==> src/rtl/pin_entry_collector.sv <==
// pin_entry_collector
//   Collects keypad strobes into a 4-digit PIN buffer and emits a one-cycle
//   pinPac_t packet {status, digit1, digit2, digit3, digit4} on a valid enter.
//   Supports backspace, clear, and an inactivity timeout. Empty slots read as 4'hF.
//
//   Ports
//     clk            system clock
//     rst            asynchronous, active-high reset
//     enable         collector active; low flushes the buffer and ignores keys
//     key_valid      one-cycle strobe qualifying key_code
//     key_code       0-9 digit, A backspace, B enter, C clear, D-F ignored
//     pin_out        registered packet; status=1 only during SEND
//     digit_count    digits currently buffered (0..4)
//     busy           high during SEND; keys are dropped while high
//     err_pulse      one-cycle pulse when enter is pressed with 1..3 digits
//     timeout_pulse  one-cycle pulse when inactivity flushes a non-empty buffer
//
//   state     | meaning
//   ----------+------------------------------------------------------------
//   S_IDLE    | buffer empty, timer held at 0
//   S_COLLECT | 1..4 digits buffered, inactivity timer running
//   S_SEND    | packet on pin_out for exactly this cycle, then flush to IDLE

module pin_entry_collector #(
    parameter int TIMEOUT_CYCLES = 250_000_000,
    parameter int CNT_W          = $clog2(TIMEOUT_CYCLES + 1)
) (
    input  logic        clk,
    input  logic        rst,
    input  logic        enable,
    input  logic        key_valid,
    input  logic [3:0]  key_code,
    output logic [16:0] pin_out,
    output logic [2:0]  digit_count,
    output logic        busy,
    output logic        err_pulse,
    output logic        timeout_pulse
);

    typedef enum logic [1:0] {
        S_IDLE    = 2'd0,
        S_COLLECT = 2'd1,
        S_SEND    = 2'd2
    } state_t;

    localparam logic [3:0]       K_BKSP     = 4'hA;
    localparam logic [3:0]       K_ENTER    = 4'hB;
    localparam logic [3:0]       K_CLEAR    = 4'hC;
    localparam logic [16:0]      PKT_IDLE   = {1'b0, 16'hFFFF};
    // Expiry is detected one count early so the flush lands on the edge where
    // the timer would have reached TIMEOUT_CYCLES; the counter never exceeds it.
    localparam logic [CNT_W-1:0] TIMER_LAST = CNT_W'(TIMEOUT_CYCLES - 1);

    state_t           state_q, state_d;
    logic [3:0]       dig_q [4];
    logic [3:0]       dig_d [4];
    logic [2:0]       count_q, count_d;
    logic [CNT_W-1:0] timer_q, timer_d;
    logic [16:0]      pin_out_q, pin_out_d;
    logic             busy_q, busy_d;
    logic             err_q, err_d;
    logic             tmo_q, tmo_d;

    logic             is_digit;
    logic [1:0]       wr_idx;
    logic [1:0]       bk_idx;

    always_comb begin
        state_d   = state_q;
        dig_d     = dig_q;
        count_d   = count_q;
        timer_d   = '0;
        pin_out_d = PKT_IDLE;
        busy_d    = 1'b0;
        err_d     = 1'b0;
        tmo_d     = 1'b0;

        is_digit  = (key_code <= 4'd9);
        wr_idx    = count_q[1:0];
        bk_idx    = count_q[1:0] - 2'd1;

        case (state_q)
            S_SEND: begin
                // Keys and enable are not looked at here: the packet is already out.
                dig_d   = '{default: 4'hF};
                count_d = 3'd0;
                state_d = S_IDLE;
            end
            default: begin
                if (!enable) begin
                    dig_d   = '{default: 4'hF};
                    count_d = 3'd0;
                    state_d = S_IDLE;
                end else if (key_valid && is_digit) begin
                    // A fifth digit is dropped but still counts as activity.
                    if (count_q < 3'd4) begin
                        dig_d[wr_idx] = key_code;
                        count_d       = count_q + 3'd1;
                        state_d       = S_COLLECT;
                    end
                end else if (key_valid && key_code == K_BKSP && count_q != 3'd0) begin
                    dig_d[bk_idx] = 4'hF;
                    count_d       = count_q - 3'd1;
                    if (count_q == 3'd1) begin
                        state_d = S_IDLE;
                    end
                end else if (key_valid && key_code == K_CLEAR) begin
                    dig_d   = '{default: 4'hF};
                    count_d = 3'd0;
                    state_d = S_IDLE;
                end else if (key_valid && key_code == K_ENTER && count_q != 3'd0) begin
                    if (count_q == 3'd4) begin
                        state_d   = S_SEND;
                        pin_out_d = {1'b1, dig_q[0], dig_q[1], dig_q[2], dig_q[3]};
                        busy_d    = 1'b1;
                    end else begin
                        err_d   = 1'b1;
                        dig_d   = '{default: 4'hF};
                        count_d = 3'd0;
                        state_d = S_IDLE;
                    end
                end else if (state_q == S_COLLECT) begin
                    // No qualifying key this cycle (ignored codes land here too).
                    if (timer_q >= TIMER_LAST) begin
                        tmo_d   = 1'b1;
                        dig_d   = '{default: 4'hF};
                        count_d = 3'd0;
                        state_d = S_IDLE;
                    end else begin
                        timer_d = timer_q + CNT_W'(1);
                    end
                end
            end
        endcase
    end

    always_ff @(posedge clk or posedge rst) begin
        if (rst) begin
            state_q   <= S_IDLE;
            dig_q     <= '{default: 4'hF};
            count_q   <= 3'd0;
            timer_q   <= '0;
            pin_out_q <= PKT_IDLE;
            busy_q    <= 1'b0;
            err_q     <= 1'b0;
            tmo_q     <= 1'b0;
        end else begin
            state_q   <= state_d;
            dig_q     <= dig_d;
            count_q   <= count_d;
            timer_q   <= timer_d;
            pin_out_q <= pin_out_d;
            busy_q    <= busy_d;
            err_q     <= err_d;
            tmo_q     <= tmo_d;
        end
    end

    assign pin_out       = pin_out_q;
    assign digit_count   = count_q;
    assign busy          = busy_q;
    assign err_pulse     = err_q;
    assign timeout_pulse = tmo_q;

endmodule

==> config.mk <==
export PLATFORM = sky130hd
export DESIGN_NAME = pin_entry_collector
export DESIGN_NICKNAME = d
export VERILOG_FILES = /design/src/rtl/pin_entry_collector.sv
export SDC_FILE = /design/constraint.sdc
export NUM_CORES = 1
export LEC_CHECK = 0
export ABC_AREA = 1
export CAP_MARGIN = 20
export CORE_UTILIZATION = 34
export DETAILED_ROUTE_END_ITERATION = 6
export GPL_ROUTABILITY_DRIVEN = 0
export PLACE_DENSITY = 0.54
export SETUP_SLACK_MARGIN = 0.1
export SYNTH_ARGS = -nofsm -noshare
export SYNTH_HDL_FRONTEND = slang
export SYNTH_SLANG_ARGS = --single-unit
==> constraint.sdc <==
create_clock -name clk -period 2.16 [get_ports clk]
set_clock_uncertainty 0.05 [all_clocks]
set_input_delay 0.324 -clock clk [delete_from_list [all_inputs] [get_ports clk]]
set_output_delay 0.324 -clock clk [all_outputs]
set_load 0.02 [all_outputs]
Yosys cells after proc, flatten, opt, wreduce, memory -nomap -nowiden
Index checks and enable logic that the tools add are counted. W data, S select, Z words.

Output and inout port bits: 23. Flip-flop bits (word level): 69. Logic and storage cells: 121. Input port bits: 8.

Muxes and demuxes: 73. Add/subtract/negate cells: 4. Order comparisons: 7. Reduce and logical (&&, ||, !) cells: 11. Bitwise logic cells: 3. Eq/ne operators: 12.

Operators with widths (count): $mux W28 (8); $mux W16 (10); $mux W17 (7); $mux W3 (10); $add A28 B1 Y28 const B (1); $ge A28 B28 Y1 const B (1); $mux W1 (22); $mux W2 (11); $bwmux W16 (1); $demux W4 S2 (2); $or A16 B16 Y16 (1); $ne A7 B1 Y1 const B (2); $eq A4 B4 Y1 const B (3); $logic_and A1 B1 Y1 (8); $mux W4 (2); $reduce_and A4 Y1 (2); $ne A7 B6 Y1 const B (1); $ge A3 B3 Y1 const B (2); $lt A3 B1 Y1 const B (2); $not A2 Y3 (2); $ne A5 B3 Y1 const B (1); $le A4 B4 Y1 const B (1); $ne A4 B2 Y1 const B (1); $add A3 B1 Y3 const B (1); 8 further kinds (8).

Logic depth before layout (Yosys ltp)
Depth after elaboration: 11. Depth in mapped cells: 14. Mapped depth without buffers: 13.

Worst setup path before layout
Ideal clock, no wire load.

Path type: register -> register. From: register count_q[0] (netlist: digit_count[0]). To: register pin_out_q[10] (netlist: pin_out[10]). Stages on the path, launching flop included: 13. Library setup time: 82 ps. Data required time: 2028 ps. Slack: 151 ps. Arrival: 1877 ps. Cells stage by stage: dfrtp_1 inv_1 ha_1 inv_1 nor2_4 nor2_8 nand2_2 inv_2 nand3_2 nor2_4 inv_2 buf_6 or2_1.

Word-level cells in the longest chain between the ends: 8. Elaborated cells between the ends (all ways): 11.

Ends and longest elaborated chain: start, declared (line 57) `logic [2:0] count_q, count_d;`; start signal, assigned (line 150) `count_q <= count_d;`; $eq A3 B3 Y1 / $reduce_bool A3 Y1 (equally long branches) (line 112, 101, 111); $mux W17 / $logic_and A1 B1 Y1 (equally long branches) (line 112, 111); $mux W17 (line 111) `end else if (key_valid && key_code == K_ENTER && count_q != 3'd0) begin`; $mux W17 (line 107) `end else if (key_valid && key_code == K_CLEAR) begin`; $mux W17 * (line 101) `end else if (key_valid && key_code == K_BKSP && count_q != 3'd0) begin`; $mux W17 * (line 94) `end else if (key_valid && is_digit) begin`; $mux W17 * (line 90) `if (!enable) begin`; $mux W17 * (line 82) `case (state_q)`; net pin_out_d[10] (line 59) `logic [16:0] pin_out_q, pin_out_d;`; end signal, assigned (line 152) `pin_out_q <= pin_out_d;`; end, declared (line 59).

The timed path passes the listed nets; every way through them passes the cells marked *. A chain may end at the register's enable or synchronous reset.

Worst setup path in the final report
From: register count_q[0] (netlist: digit_count[0]). To: register dig_q[14] (netlist bit).

Word-level cells in the longest chain between the ends: 11. Elaborated cells between the ends (all ways): 32.

Ends and longest elaborated chain: $sub A2 B1 Y2 (line 80) `bk_idx = count_q[1:0] - 2'd1;`; $not A2 Y3 (implied by the code) (line 102) `dig_d[bk_idx] = 4'hF;`; $ge A3 B3 Y1 (implied by the code) / $lt A3 B1 Y1 (equally long branches) (line 102); $logic_and A1 B1 Y1 (implied by the code) (line 102); $mux W4 (implied by the code) (line 102); $demux W4 S2 (line 102); $or A16 B16 Y16 (no source line); $mux W16 (line 101); $mux W16 (line 94); $mux W16 (line 90); $mux W16 (line 82); end signal, assigned (line 149) `dig_q <= dig_d;`; end, declared (line 55) `logic [3:0] dig_q [4];`.

Several ways; a longest one is shown, not always the timed one. The select of a mux whose other input is x is not followed.

==> run summary <==
Status - finished, final reports clean
ANT nets after route - 0
Clock Path Buffers - 2
Routed vias - 3469
Drt first pass iters - 4
Dpl hpwl - 6732 um
Syn Area/Cell - 7.675 um2
Synth-to-layout area growth - 26.65%
CP peak stage delay - 0.38 ns
Setup crit start kind - flip-flop
MaxCap Viol Count - 0
Async S/R FF share, synth - 100.0%
Congestion Overflow GR - 0
Post-synth top flop - dfrtp_1
Fillers - 1165
Share of layout cells above drive strength 1 - 22.66%
Post-Synth XOR/XNOR Area - 2.216%
DRT iter0 DRCs - 157
Root buf cell - clkbuf_16
First-pass GRT wire length - 15950 um
Warnings, synthesis - 0
Largest family of logic cells by synthesized area - simple AND/OR/NAND/NOR gates
Worst-margin pin slew - 0.4566 ns
Number of synthesized register bits - 68
Number of global-route vias before repair - 3381
CP max-delay cell - dfrtp_1
Data required, critical path - 2.38 ns
Fin util - 44.03%
Post-placement cell area - 4628 um2
RSZ-0062 raised after global routing - yes
Max IR drop VDD - 0.0005933 V
Mapped Nets - 529
Via density - 4.811
Port Buffers - 30
Hold Buf Count CTS - 0
Mapped Area - 3953 um2
Leakage - 2.217 nW
Kind of path behind the tightest hold check - in -> async
Post-synthesis compound-gate area fraction - 3.387%
Die Ht - 109.8 um
Die area - 12060 um2
Largest net degree at the start of global routing - 69
Crit path time final - 1.927 ns
CTS tree - yes
Post-route cell area - 5006 um2
Chip width - 109.8 um
Seq/Total Area, Yosys - 44.06%
Final WS setup - 0.2327 ns
Footprint of the multi-input gates - 1969 um2
Register area - 1742 um2
GRT Overall Usage - 17.43%
CTS Buf Count - 9
Worst reg-to-reg setup slack - 0.23 ns
Worst-Skew Late Latency - 0.34 ns
Core Region - 11370 um2
Fmax - 518.9 MHz
Post-layout nets - 587
Ant diodes - 0
Tcrit/Tclk final - 89.23%
Hold Fails Final Rpt - 0
CP arrival - 2.15 ns
Wirelength, routed - 9487 um
Critical Path Fanout Max - 5
Yosys cell types - 36
CP Buf/Inv Count - 4
DR DRC count - 0
Tot Pwr - 3.291 mW
WHS - 0.3329 ns
CTS Sinks - 68
Worst-path clk slew - 0.05 ns
Pwr Density - 657.4 nW/um2
Setup CP Type - reg -> reg
Critical path endpoint category - flip-flop
# setup viols final - 0
Starting Density - 34.76%
Synth Instances - 515
# rows - 39
H-tree levels - 3
Adder-cell share of the synthesized area - 1.899%
Worst-path cell chain - inv_2 > ha_2 > inv_2 > nor2_4 > nor2_8 > nand2_4 > inv_2 > nand3_2 > nor2_4 > nor2_4 > buf_12 > nand3_2 > nand2_1 > nand2_1
WL/cell - 13.16 um
I/O pins - 31
Antenna violations before repair - 0
Family with the most delay on the worst path - simple AND/OR/NAND/NOR gates
Pre-CTS WS - -0.01619 ns
Simple-gate share of the synthesized area - 41.41%
Number of synthesized flops with an enable pin - 0
Max-slew violations - 0
Max-slew headroom - 69.50%
Share of synthesized area spent on multiplexers - 0%
==> report_power, final <==
part / switching [mW] / internal [mW]
Combinational: 0.239 / 0.155
Sequential: 0.0413 / 1.36
Clock: 0.568 / 0.922
==> cell families (layout without fill, tap and decap cells) <==
group | after synthesis | in the layout
AND/OR/NAND/NOR | 344 | 344
flip-flops | 68 | 68
buffers and inverters | 62 | 125
AO/OA/AOI/OAI | 25 | 25
XOR/XNOR | 10 | 10
adder cells (fa/ha/maj) | 6 | 6
==> sequential cells by signal, summed over array words and instances, names as in the netlist <==
name / flops
busy: 1
dig_q: 16
digit_count: 3
err_pulse: 1
pin_out: 16
state_q: 2
timeout_pulse: 1
timer_q: 28
==> Yosys cell counts (all sizes together) (2+ instances only) <==
master | count | area share (%)
a21oi | 8 | 1.0
buf | 17 | 2.7
clkbuf | 4 | 0.41
dfrtp | 36 | 23
dfstp | 32 | 21
ha | 6 | 1.9
inv | 40 | 3.8
nand2 | 134 | 13
nand3 | 53 | 7.6
nand4 | 34 | 5.4
nor2 | 88 | 9.7
nor3 | 8 | 1.0
nor3b | 4 | 1.0
nor4 | 2 | 0.32
o2111ai | 2 | 0.44
o21ai | 14 | 1.8
or2 | 19 | 3.0
xnor2 | 4 | 0.89
xor2 | 6 | 1.3
==> worst paths after layout <==
kind / start / end / cells after the start
worst min register to register: dig_q[12] / dig_q[12] / 2
max in group asynchronous: rst / dig_q[2] / 3
worst max register to register: digit_count[0] / dig_q[14] / 14
worst min-delay path: rst / timer_q[1] / 3
worst max-delay path: digit_count[0] / dig_q[14] / 14
min in group clk: dig_q[12] / dig_q[12] / 2
==> what timing repair did <==
item / CTS / global route
setup endpoints to repair: 1 / 40
gates resized for setup: 1 / 14
pin swaps: 0 / 2
setup buffers: 0 / 1
cloned: 0 / 1
==> cells in the final DEF, fill, tap and decap left out, types with 3 or more instances in the layout <==
master             n
nand2_1          128
nor2_1            77
nand3_1           46
dfrtp_1           36
nand4_1           34
inv_1             32
dfstp_2           32
buf_4             32
clkdlybuf4s50_1   30
o21ai_0           11
or2_2             10
clkbuf_16         10
or2_1              9
a21oi_1            8
nand3_2            7
inv_2              7
nor3_1             7
xor2_1             6
nor2_4             5
nand2_2            5
nor2_2             5
ha_1               5
xnor2_1            4
buf_12             4
nor3b_1            3
o21ai_1            3
==> metal layers <==
metal | GRT usage, % | routed length (um) | vias up | share of wire (%)
li1 | - | - | 1784 | -
met1 | 22.07 | 4459 | 1610 | 47
met2 | 27.86 | 4494 | 61 | 47
met3 | 4.920 | 366 | 14 | 3.9
met4 | 7.048 | 167 | 0 | 1.8
met5 | 0 | 0 | - | 0
==> layout make-up <==
cell class | instances | share of cell area, %
well taps | 143 | 3.574
inverters | 41 | 3.124
multi-input cells | 385 | 39.34
flip-flops and latches | 68 | 34.79
repair buffers | 68 | 13.12
clock buffers | 10 | 4.774
clock inverters | 6 | 1.275
==> worst min-delay path: cells and delay by family <==
kind / cells / cell delay (ns)
buf+inv: 3 / 0.80
==> through the flow <==
stage / TNS (ns) / cells
final: 0 / 721
after global routing: 0 / 721
after CTS: 0 / 719
after detailed placement: -0.02366 / 703
after global placement: 0 / 703
after floorplan: 0 / 515
(Power assumes the default switching activity.)
==> patch: new RTL, config.mk and constraints unchanged <==
Set the parameter `TIMEOUT_CYCLES` to 500_000_000 (it was 250_000_000).
--- a/src/rtl/pin_entry_collector.sv
+++ b/src/rtl/pin_entry_collector.sv
@@ -23,5 +23,5 @@
 
 module pin_entry_collector #(
-    parameter int TIMEOUT_CYCLES = 250_000_000,
+    parameter int TIMEOUT_CYCLES = 500_000_000,
     parameter int CNT_W          = $clog2(TIMEOUT_CYCLES + 1)
 ) (
Behaviour: same outputs for any inputs over 4 cycles, from zero or initial values and one cycle with rst high; that may be too few to reach the edited logic, so the function may still have changed.
==> patch against the original RTL <==
Worst setup slack improved by 0.0091 ns; largest power group unchanged; design area increased by 0.92%; critical endpoint is now dig_q[7]; sequential cell count increased by 1; routed wire length about the same; power decreased by 1.2%; critical path depth decreased by 1; area after synthesis increased by 3.1%.
==> patch: results (changes against the original RTL) <==
metric	value	unit	change
Final #Nets	586		-0.17%
dpl ws	-0.0266	ns	-0.0104 ns
Mapped Cells	521		+1.2%
status	finished, final reports clean		
Antenna diodes	0		unchanged
Non-Clock Buffer Area Fraction	11.7	%	-1.4 points
Synth Net Count	535		+1.1%
static leakage	2.14	nW	-3.3%
CTS Sinks	69		+1.5%
largest net degree at the start of global routing	41		-41%
multi-input gates	377		-2.1%
H-tree levels	3		unchanged
register area	1770	um2	+1.6%
dpl cells	700		-0.43%
first-pass GRT wire length	16.5	mm	+3.7%
Power Total	3.25	mW	-1.2%
max_slew headroom	75.5	%	+6.0 points
Multi-input gate area	2000	um2	+1.7%
Arrival @ worst endpoint	2.14	ns	
XOR/XNOR share of the synthesized area	1.29	%	-0.93 points
top cells by area, synth	dfrtp_1 23%, dfstp_2 21%, nand2_1 11%		
Synth Area in Compound Gates	5.90	%	+2.5 points
fraction of the mapped netlist area in adder cells	1.84	%	-0.057 points
fin cells	720		-0.14%
critical path peak fanout	15		+10
R2R cell count	13		-1
Total Wirelength	9.49	mm	about the same
Inverters	56		+37%
Die Area	12400	um2	+3.0%
DR iter-0 viols	159		+1.3%
P per Cell Area	644	nW/um2	-2.1%
Seq/Total Area, Yosys	43.4	%	-0.70 points
fin crit share	88.8	%	-0.42 points
top cell types by occurrence after synthesis	119 x nand2_1, 67 x nor2_1, 50 x inv_1		
worst r2r dst	dig_q[7]		
via count	3494		+0.72%
proportion of layout cells with a drive suffix above 1	22.7	%	+0.039 points
TNS Setup	0	ns	unchanged
Top reg by flops	timer_q		
peak supply drop	0.000358	V	-40%
synth unique cells	40		+11%
Layout clock area frac	5.84	%	-0.20 points
Worst-Skew Late Latency	0.34	ns	about the same
count of plain and timing-repair buffers	59		-13%
Critical path origin	timer_q[0]		
Critical Path Slowest Stage Cell	dfrtp_1		
Layout fillers	1141		-2.1%
max reg flops	29		+3.6%
placed cell area	4690	um2	+1.3%
Ys Warns	0		unchanged
GRT Util Overall	16.7	%	-0.77 points
cts bufs inserted	9		unchanged
TritonRoute pass-1 iters	4		unchanged
hpwl dp	7.05	mm	+4.8%
## patch: cell types whose count changed after synthesis, sizes merged, moves of 9 or more
cell	before	now
nand4	34	25
nand2	134	125
nor3	8	19
o21ai	14	28
inv	40	56
nor2	88	79
## patch: how the worst min path moves through the flow
stage | slack, ns | startpoint | to
2_1_floorplan | 0.38 | timer_q[0] | timer_q[0]
3_3_place_gp | 0.41 | state_q[0] | state_q[0]
3_5_place_dp | 0.41 | state_q[0] | state_q[0]
4_1_cts | 0.17 | rst | digit_count[1]
5_1_grt | 0.17 | rst | digit_count[1]
6_report | 0.18 | rst | digit_count[1]
## patch: where the power goes
group / total (mW) / switching (mW) / internal, mW
clock: 1.45 / 0.594 / 0.852
combinational: 0.376 / 0.226 / 0.151
sequential: 1.43 / 0.0464 / 1.38
total: 3.25 / 0.866 / 2.39
## patch: metal layers
metal  part of all wire [%]  vias to the layer above  GRT usage [%]
met4                    1.7                        0           5.86
met1                     45                     1635           20.2
met2                     50                       54           28.2
met5                      0                        -              0
met3                    3.7                       16           4.79
li1                       -                     1789              -
## patch: cells by family (layout without fill, tap and decap cells)
group | count (synthesis) | in the layout
simple gates | 321 | 321
fa+ha+maj | 6 | 6
buf+inv | 75 | 131
compound gates | 44 | 44
flops | 69 | 69
xor+xnor | 6 | 6
## patch: worst max-delay path: cells and delay by family (launching register included)
kind	cells	cell delay, ns
simple gates	11	1.09
flops	1	0.37
buf+inv	1	0.16
fa+ha+maj	1	0.18
## patch: repair_timing
action | 4_1_cts | 5_1_grt
hold endpoints to repair | 0 | 0
gates resized for setup | 1 | 12
pin swaps | 0 | 4
setup buffers | 0 | 4
setup endpoints to repair | 1 | 36
